===== src/rtl/ws2812_pkg.sv =====
// ws2812_pkg: shared state type, default 50 MHz timing and helpers for the WS2812 transmitter.
package ws2812_pkg;
  typedef enum logic [1:0] {IDLE, HIGH, LOW, LATCH} ws2812_state_t;
  localparam int T0H_50M          = 20;
  localparam int T1H_50M          = 40;
  localparam int BIT_CYCLES_50M   = 63;
  localparam int RESET_CYCLES_50M = 15000;
  function automatic int max_int(input int a, input int b);
    return a > b ? a : b;
  endfunction
endpackage


===== src/rtl/ws2812_bit_cell.sv =====
// ws2812_bit_cell: generates one NRZ pulse-width-coded bit; r_cnt is the 1-based cycle within the bit.
module ws2812_bit_cell #(
  parameter int T0H        = 20,
  parameter int T1H        = 40,
  parameter int BIT_CYCLES = 63,
  parameter int CW         = 8
) (
  input  logic clk,
  input  logic rst,
  input  logic i_load,
  input  logic i_bit,
  output logic o_out,
  output logic o_fall,
  output logic o_bit_end
);
  logic [CW-1:0] r_cnt;
  logic          r_bit;
  logic          r_act;
  logic          r_out;
  logic [CW-1:0] w_thigh;
  assign w_thigh   = r_bit ? CW'(T1H) : CW'(T0H);
  assign o_bit_end = r_act && (r_cnt == CW'(BIT_CYCLES));
  assign o_fall    = r_act && (r_cnt == w_thigh);
  assign o_out     = r_out;
  always_ff @(posedge clk or negedge rst) begin
    if (!rst) begin
      r_cnt <= '0;
      r_bit <= 1'b0;
      r_act <= 1'b0;
      r_out <= 1'b0;
    end else if (i_load) begin
      r_cnt <= CW'(1);
      r_bit <= i_bit;
      r_act <= 1'b1;
      r_out <= 1'b1;
    end else if (o_bit_end) begin
      r_cnt <= '0;
      r_act <= 1'b0;
      r_out <= 1'b0;
    end else if (r_act) begin
      r_cnt <= r_cnt + CW'(1);
      r_out <= r_cnt < w_thigh;
    end
  end
endmodule


===== src/rtl/ws2812_transmitter.sv =====
// ws2812_transmitter: latches an RGB frame and shifts it out GRB, LED 0 first, to a WS2812 chain,
// then holds the line low for the latch period and pulses done.
module ws2812_transmitter
  import ws2812_pkg::*;
#(
  parameter int LEDS         = 50,
  parameter int T0H          = T0H_50M,
  parameter int T1H          = T1H_50M,
  parameter int BIT_CYCLES   = BIT_CYCLES_50M,
  parameter int RESET_CYCLES = RESET_CYCLES_50M
) (
  input  logic              clk,
  input  logic              rst,
  input  logic [24*LEDS-1:0] led_rgb,
  input  logic              start,
  output logic              dout,
  output logic              busy,
  output logic              done
);
  localparam int N  = 24 * LEDS;
  localparam int IW = $clog2(N);
  localparam int CW = $clog2(max_int(BIT_CYCLES, RESET_CYCLES) + 1);
  if (!(T0H > 0 && T0H < T1H && T1H < BIT_CYCLES && RESET_CYCLES >= 1)) begin : g_bad_timing
    $error("ws2812_transmitter: need 0 < T0H < T1H < BIT_CYCLES and RESET_CYCLES >= 1");
  end
  ws2812_state_t r_state;
  logic [N-1:0]  r_shadow;
  logic [IW-1:0] r_idx;
  logic [CW-1:0] r_lcnt;
  logic          r_busy;
  logic          r_done;
  logic [N-1:0]  w_wire;
  logic          w_start;
  logic          w_last;
  logic          w_load;
  logic          w_bit;
  logic          w_fall;
  logic          w_bit_end;
  // Wire-order frame: MSB is the first bit on the line (LED 0, G7).
  for (genvar i = 0; i < LEDS; i++) begin : g_led
    assign w_wire[N-1-24*i -: 24] = {led_rgb[24*i+8 +: 8], led_rgb[24*i+16 +: 8], led_rgb[24*i +: 8]};
  end
  assign w_start = (r_state == IDLE) && start;
  assign w_last  = r_idx == IW'(N - 1);
  assign w_load  = w_start || (w_bit_end && !w_last);
  assign w_bit   = w_start ? w_wire[N-1] : r_shadow[N-1];
  assign busy    = r_busy;
  assign done    = r_done;
  ws2812_bit_cell #(
    .T0H(T0H), .T1H(T1H), .BIT_CYCLES(BIT_CYCLES), .CW(CW)
  ) u_cell (
    .clk(clk), .rst(rst), .i_load(w_load), .i_bit(w_bit),
    .o_out(dout), .o_fall(w_fall), .o_bit_end(w_bit_end)
  );
  always_ff @(posedge clk or negedge rst) begin
    if (!rst) begin
      r_state  <= IDLE;
      r_shadow <= '0;
      r_idx    <= '0;
      r_lcnt   <= '0;
      r_busy   <= 1'b0;
      r_done   <= 1'b0;
    end else begin
      r_done <= 1'b0;
      case (r_state)
        IDLE: if (start) begin
          r_shadow <= {w_wire[N-2:0], 1'b0};
          r_idx    <= '0;
          r_lcnt   <= '0;
          r_busy   <= 1'b1;
          r_state  <= HIGH;
        end
        HIGH: if (w_fall) r_state <= LOW;
        LOW: if (w_bit_end) begin
          if (w_last) begin
            r_lcnt  <= CW'(1);
            r_state <= LATCH;
          end else begin
            r_idx    <= r_idx + IW'(1);
            r_shadow <= r_shadow << 1;
            r_state  <= HIGH;
          end
        end
        LATCH: if (r_lcnt == CW'(RESET_CYCLES)) begin
          r_busy  <= 1'b0;
          r_done  <= 1'b1;
          r_state <= IDLE;
        end else begin
          r_lcnt <= r_lcnt + CW'(1);
        end
      endcase
    end
  end
endmodule


===== config.mk =====
export PLATFORM = sky130hd
export DESIGN_NAME = ws2812_transmitter
export DESIGN_NICKNAME = d
export VERILOG_FILES = /design/src/rtl/ws2812_pkg.sv /design/src/rtl/ws2812_bit_cell.sv /design/src/rtl/ws2812_transmitter.sv
export SDC_FILE = /design/constraint.sdc
export NUM_CORES = 2
export LEC_CHECK = 0
export ABC_AREA = 0
export BUFFER_PORTS_ARGS = -buffer_cell sky130_fd_sc_hd__buf_4
export CORE_AREA = 8 8 464 466
export DETAILED_ROUTE_END_ITERATION = 10
export DIE_AREA = 0 0 472 474
export GPL_TIMING_DRIVEN = 0
export PLACE_DENSITY = 0.47
export SLEW_MARGIN = 0
export SYNTH_ARGS = -nofsm -noshare
export SYNTH_HDL_FRONTEND = slang
export SYNTH_SLANG_ARGS = --single-unit

===== constraint.sdc =====
create_clock -name clk -period 2.7 [get_ports clk]
set_input_delay 0.54 -clock clk [delete_from_list [all_inputs] [get_ports clk]]
set_output_delay 0.54 -clock clk [all_outputs]
set_load 0.01 [all_outputs]

* Word-level counts from Yosys, hierarchy flattened
Index checks and enable logic that the tools add are counted.
** Operators by class
- Reductions and logical operators :: 16
- Equal/unequal tests :: 14
- $add $sub $neg :: 3
- Muxes and demuxes :: 34
- Order comparisons :: 1
** Operators by type and width (count)
- 2-to-1 mux 1200 bit :: 3
- one-hot mux 1200 bit (2 select lines) :: 1
- 2-to-1 mux 14 bit :: 7
- one-hot mux 14 bit (3 select lines) :: 1
- 2-to-1 mux 11 bit :: 3
- adder 14 x 1 -> 14 bit (second input constant) :: 2
- one-hot mux 11 bit (2 select lines) :: 1
- == test 14 bit :: 1
- == test 14 bit (second input constant) :: 1
- == test 14 x 6 -> 1 bit (second input constant) :: 1
- < comparator 14 bit :: 1
- inequality test 2 bit (second input constant) :: 6
- adder 11 x 1 -> 11 bit (second input constant) :: 1
- == test 11 bit (second input constant) :: 1
- 2-to-1 mux 1 bit :: 10
- 2-to-1 mux 2 bit :: 5
- one-hot mux 2 bit (4 select lines) :: 1
- AND reduction 4 bit :: 2
- 2-to-1 mux 6 bit :: 1
- nonzero test 2 bit :: 3
- nonzero test 3 bit :: 2
- AND reduction 5 bit :: 1
- == test 2 bit (second input constant) :: 2
- logical AND 1 bit :: 4
- 7 further kinds :: 7
** Word-level totals
- Output and inout port bits :: 3
- Bits in registers :: 1246
- Bits of input ports :: 1203
- Word-level logic and storage cells :: 78

* Depth between registers and ports, before layout
- Depth after elaboration :: 5
- Gate-level depth with buffers :: 10
- Mapped depth without buffers :: 7

* By module
Synthesis repeated with hierarchy kept, for this count alone.
** Second synthesis, totals
- Cells, all modules :: 4151
- Area, all modules :: 63848.7 um2
** Modules (own cells, without submodules)
- ws2812_transmitter :: cells an instance 4052, sequential area each 30729.5 um2, instances 1, area each 62886.6 um2
- ws2812_bit_cell :: cells an instance 99, sequential area each 425.4 um2, instances 1, area each 962.2 um2

* Least setup slack after synthesis
Ideal clock, no wire load.
- Path type :: flip-flop to flip-flop
- Start :: reg r_lcnt[0]
- End :: reg r_lcnt[10]
- Data required time :: 2574 ps
- Cell stages (with the launch flop) :: 9
- Arrival :: 1997 ps
- Buffers on the path :: 1
- Setup slack :: 577 ps
- Period minus slack after synthesis :: 2123 ps
- Library setup time :: 126 ps
- Path through :: dfrtp_1 > inv_1 > ha_1 > or4b_1 > nor4_2 > nand2b_1 > buf_4 > nor4_1 > a311o_1
** On the way
- Word-level cells in the longest chain between the ends :: 3
- Elaborated cells on any way between the ends :: 6
- Those cells by class :: add/sub: 1; eq/ne: 2; mux: 2; reduce/logical: 1
** Ends and longest elaborated chain
- start, declared :: line ws2812_transmitter.sv:29 : logic [CW-1:0] r_lcnt;
- start signal, assigned :: line ws2812_transmitter.sv:89 : r_lcnt <= r_lcnt + CW'(1);
- adder 14 x 1 -> 14 bit / == test 14 bit (equally long branches) :: line ws2812_transmitter.sv:89, ws2812_transmitter.sv:84
- 2-to-1 mux 14 bit / inequality test 2 bit (equally long branches)
- one-hot mux 14 bit (3 select lines) / AND reduction 5 bit (equally long branches)
Several ways; a longest one is shown, not always the timed one. The select of a mux whose other input is x is not followed.
A chain may end at the register's enable or synchronous reset.

* Worst setup path after layout
- Start :: reg r_state[0]
- End :: reg u_cell.r_cnt[6]
** On the way
- Word-level cells in the longest chain between the ends :: 4
- Elaborated cells on any way between the ends :: 5
- Those cells by class :: mux: 1; reduce/logical: 4
** Ends and longest elaborated chain
- start, declared :: line ws2812_transmitter.sv:26 : ws2812_state_t r_state;
- start signal, assigned :: line ws2812_transmitter.sv:57 : r_state <= IDLE;
- start signal, assigned :: line ws2812_transmitter.sv:71 : r_state <= HIGH;
- start signal, assigned :: line ws2812_transmitter.sv:73 : HIGH: if (w_fall) r_state <= LOW;
- logical NOT 2 bit * :: line ws2812_transmitter.sv:43 : assign w_start = (r_state == IDLE) && start;
- logical AND 1 bit * :: line ws2812_transmitter.sv:43
- logical OR 1 bit * :: line ws2812_transmitter.sv:45 : assign w_load = w_start || (w_bit_end && !w_last);
- nonzero test 3 bit (no line) / 2-to-1 mux 14 bit (equally long branches)
- end signal, assigned :: line ws2812_bit_cell.sv:41 : r_cnt <= r_cnt + CW'(1);
- end, declared :: line ws2812_bit_cell.sv:16 : logic [CW-1:0] r_cnt;
Every way passes the cells marked *; elsewhere a longest branch is shown, timed or not.

==> impl_metrics.env <==
export IMPL_ff_latch_area_mm2=0.0312
export IMPL_initial_core_util_pct=24.7
export IMPL_grt_usage_pct=19.7
export IMPL_hp_class="in2async"
export IMPL_drv_cap=0
export IMPL_drive_above_1_share_pct=22.2
export IMPL_synth_fp_nets=6721
export IMPL_die_h_um=474
export IMPL_fin_nets=9266
export IMPL_antenna_found_initial=109
export IMPL_most_common_layout_cells="2411 x nor2_1, 1245 x dfrtp_1, 1226 x buf_4, 1199 x o22ai_1, 1176 x dlygate4sd3_1"
export IMPL_place_detailed_hpwl_um=175000
export IMPL_setup_viol=0
export IMPL_first_iter_violations=2965
export IMPL_cts_root_buf="clkbuf_16"
export IMPL_startpoint="r_state[0]$_DFFE_PN0P_"
export IMPL_synthMuxAreaShare_pct=0.0583
export IMPL_vias=51200
export IMPL_final_common_cell="nor2_1"
export IMPL_multiInputGateArea_mm2=0.0180
export IMPL_yosysWarnings=0
export IMPL_synth_compound_area_share_pct=15.6
export IMPL_io_buffers=1205
export IMPL_synthAdderAreaFrac_pct=0.219
export IMPL_synth_cell_types=51
export IMPL_slew_headroom_pct=31.7
export IMPL_fin_area_mm2=0.0816
export IMPL_rsz0062_at_grt="true"
export IMPL_p_leak_nw=41.4
export IMPL_ys_flop_type="dfrtp_1"
export IMPL_synth_area_mm2=0.0515
export IMPL_worstPathArrival_ps=3270
export IMPL_ctsHoldBuffers=1176
export IMPL_ant_nets=0
export IMPL_boundaryPins=1206
export IMPL_clk_pin_slew_ps=60
export IMPL_fp_dieW_um=472
export IMPL_insertion_delay_ps=780
export IMPL_hold_viol_final=169
export IMPL_yosys_area_share_simple_pct=18.9
export IMPL_power_density_mw_per_mm2=525
export IMPL_first_pass_iters=5
export IMPL_dpl_cell_area_mm2=0.0642
export IMPL_critPathKind="reg2reg"
export IMPL_synth_xor_area_share_pct=0.0851
export IMPL_grt_pass1_wl_um=342000
export IMPL_syn2layout_area_growth_pct=58.6
export IMPL_regToRegStartpoint="r_state[0]$_DFFE_PN0P_"
export IMPL_rows=168
export IMPL_timing_hold_ws_ps=-257
export IMPL_clock_path_buffers=3
export IMPL_skew_ps=32.1
export IMPL_yosysSeqAreaShare_pct=60.5
export IMPL_violations="negative hold slack"
export IMPL_grt_max_degree=172
export IMPL_period_share_pct=96.5
export IMPL_end_kind="flip-flop"
export IMPL_ir_drop_mv=0.606
export IMPL_synth_top_family_by_area="simple AND/OR/NAND/NOR gates"
export IMPL_async_flop_share_pct=100
export IMPL_fp_dieArea_mm2=0.224
export IMPL_tritoncts="yes"
export IMPL_final_util_pct=39.2
export IMPL_tns_ps=0
export IMPL_worst_ep_required_time_ps=3360
export IMPL_max_freq_mhz=384
export IMPL_wl_um=230000
export IMPL_syn_inst=5509
export IMPL_min_period_ps=2610
export IMPL_drt_wirelength_per_cell_um=21.0
export IMPL_outcome="complete, but fails checks"
export IMPL_cts_made_buffers=149
export IMPL_grt_pass1_vias=54500
export IMPL_drc=0
export IMPL_cts_sinks=1245
export IMPL_num_fill_cells=20700
export IMPL_path_max_fanout=10
export IMPL_h_tree_depth=4
export IMPL_grt_overflow_total=0
export IMPL_yosys_register_bits=1245
export IMPL_avgSynthCellArea_um2=9.34
export IMPL_worst_slew_pin_slew_ps=1020
export IMPL_core_mm2=0.208
export IMPL_vias_per_cell=4.67
export IMPL_gp_congestion=0.917
export IMPL_drv_slew=0
export IMPL_worstSetupStartpointType="flip-flop"
export IMPL_synth_edf_count=0
## state kept, by name, summed over array words and instances, names as in the netlist
| register | count |
|---|---|
| r_shadow | 1199 |
| busy | 1 |
| u_cell.o_out | 1 |
| r_idx | 11 |
| u_cell.r_cnt | 14 |
| r_state | 2 |
| r_lcnt | 14 |
| u_cell.r_bit | 1 |
| u_cell.r_act | 1 |
| done | 1 |
## metrics by stage
stage | hold WS, ps | worst slack, ps | cells | total power, mW
CTS | -261 | 5.45 | 10900 | 43.4
global route | -267 | -95.4 | 10900 | 44.4
global placement | 498 | -14720 | 9434 | 21.0
finish | -257 | 93.2 | 11000 | 42.8
floorplan | 244 | 577 | 5509 | 19.0
detailed placement | 504 | -1150 | 9442 | 21.1
## worst paths after layout
kind / slack (ps) / end / cells after the start
max reg2reg: 90 / u_cell.r_cnt[6]$_DFFE_PN0P_ / 7
min: -260 / r_shadow[922]$_DFFE_PN0P_ / 1
min in group clk: 90 / r_shadow[1075]$_DFFE_PN0P_ / 3
max: 90 / u_cell.r_cnt[6]$_DFFE_PN0P_ / 7
max in group asynchronous: 500 / r_shadow[92]$_DFFE_PN0P_ / 4
min reg2reg: 500 / r_shadow[893]$_DFFE_PN0P_ / 2
## per-layer routing
metal  up-vias  GRT usage [%]  routed length [µm]  share of wire, %
li1      24300              -                   -                 -
met1     24800           23.8               94400                41
met2      1635           34.4              113000                49
met3       428           4.66               13600               5.9
met4        54           6.71                8460               3.7
met5         -              0                 320              0.14
## cell families after synthesis
logic type | Yosys count
AOI/OAI and AO/OA | 1278
xor gates and xnor gates | 5
adders and majority gates | 9
buffers and inverters | 428
DFF | 1245
muxes | 3
and+or+nand+nor | 2541
## cells in the mapped netlist, types with 10 or more instances
library cell,count,share of area (%)
buf_2,203,2.0
dfrtp_1,1245,61
a21oi_1,11,0.11
nand2_1,45,0.33
inv_1,17,0.12
clkbuf_1,142,1.0
o22ai_1,1199,15
buf_6,64,1.4
nor2_1,2417,18
o21ai_0,22,0.21
nand4_1,10,0.12
nand3_1,23,0.22
## where the power goes
part / leakage (nW) / internal (mW) / switching, mW
logic: 21.7 / 2.25 / 1.35
registers: 17.3 / 18.7 / 0
clock network: 2.45 / 12.1 / 8.42
## cell type report
| class | count | area share, % |
|---|---|---|
| tap | 2720 | 4.17 |
| clock inverter | 48 | 0.813 |
| clock buffer | 218 | 5.31 |
| buffer | 411 | 3.21 |
| sequential | 1245 | 38.2 |
| timing repair buffer | 2394 | 25.9 |
| antenna | 82 | 0.251 |
| inverter | 17 | 0.0782 |
| multi-input combinational | 3836 | 22.1 |
## critical path, cell delays in order, from the launching register on
cell,delay (ps)
dfrtp_1,340
buf_2,210
nor2_1,70
nand2_1,290
clkbuf_1,560
clkbuf_1,630
o311ai_0,270
o41ai_1,120
## what timing repair did
item | in CTS | in global routing
setup endpoints to repair | 1192 | 1321
resized for setup | 72 | 159
pin swaps | 0 | 1
buffers inserted | 1 | 2
hold endpoints to repair | 1345 | 169
cloned | 0 | 2
Note: power is estimated with default switching activity, not from simulation.
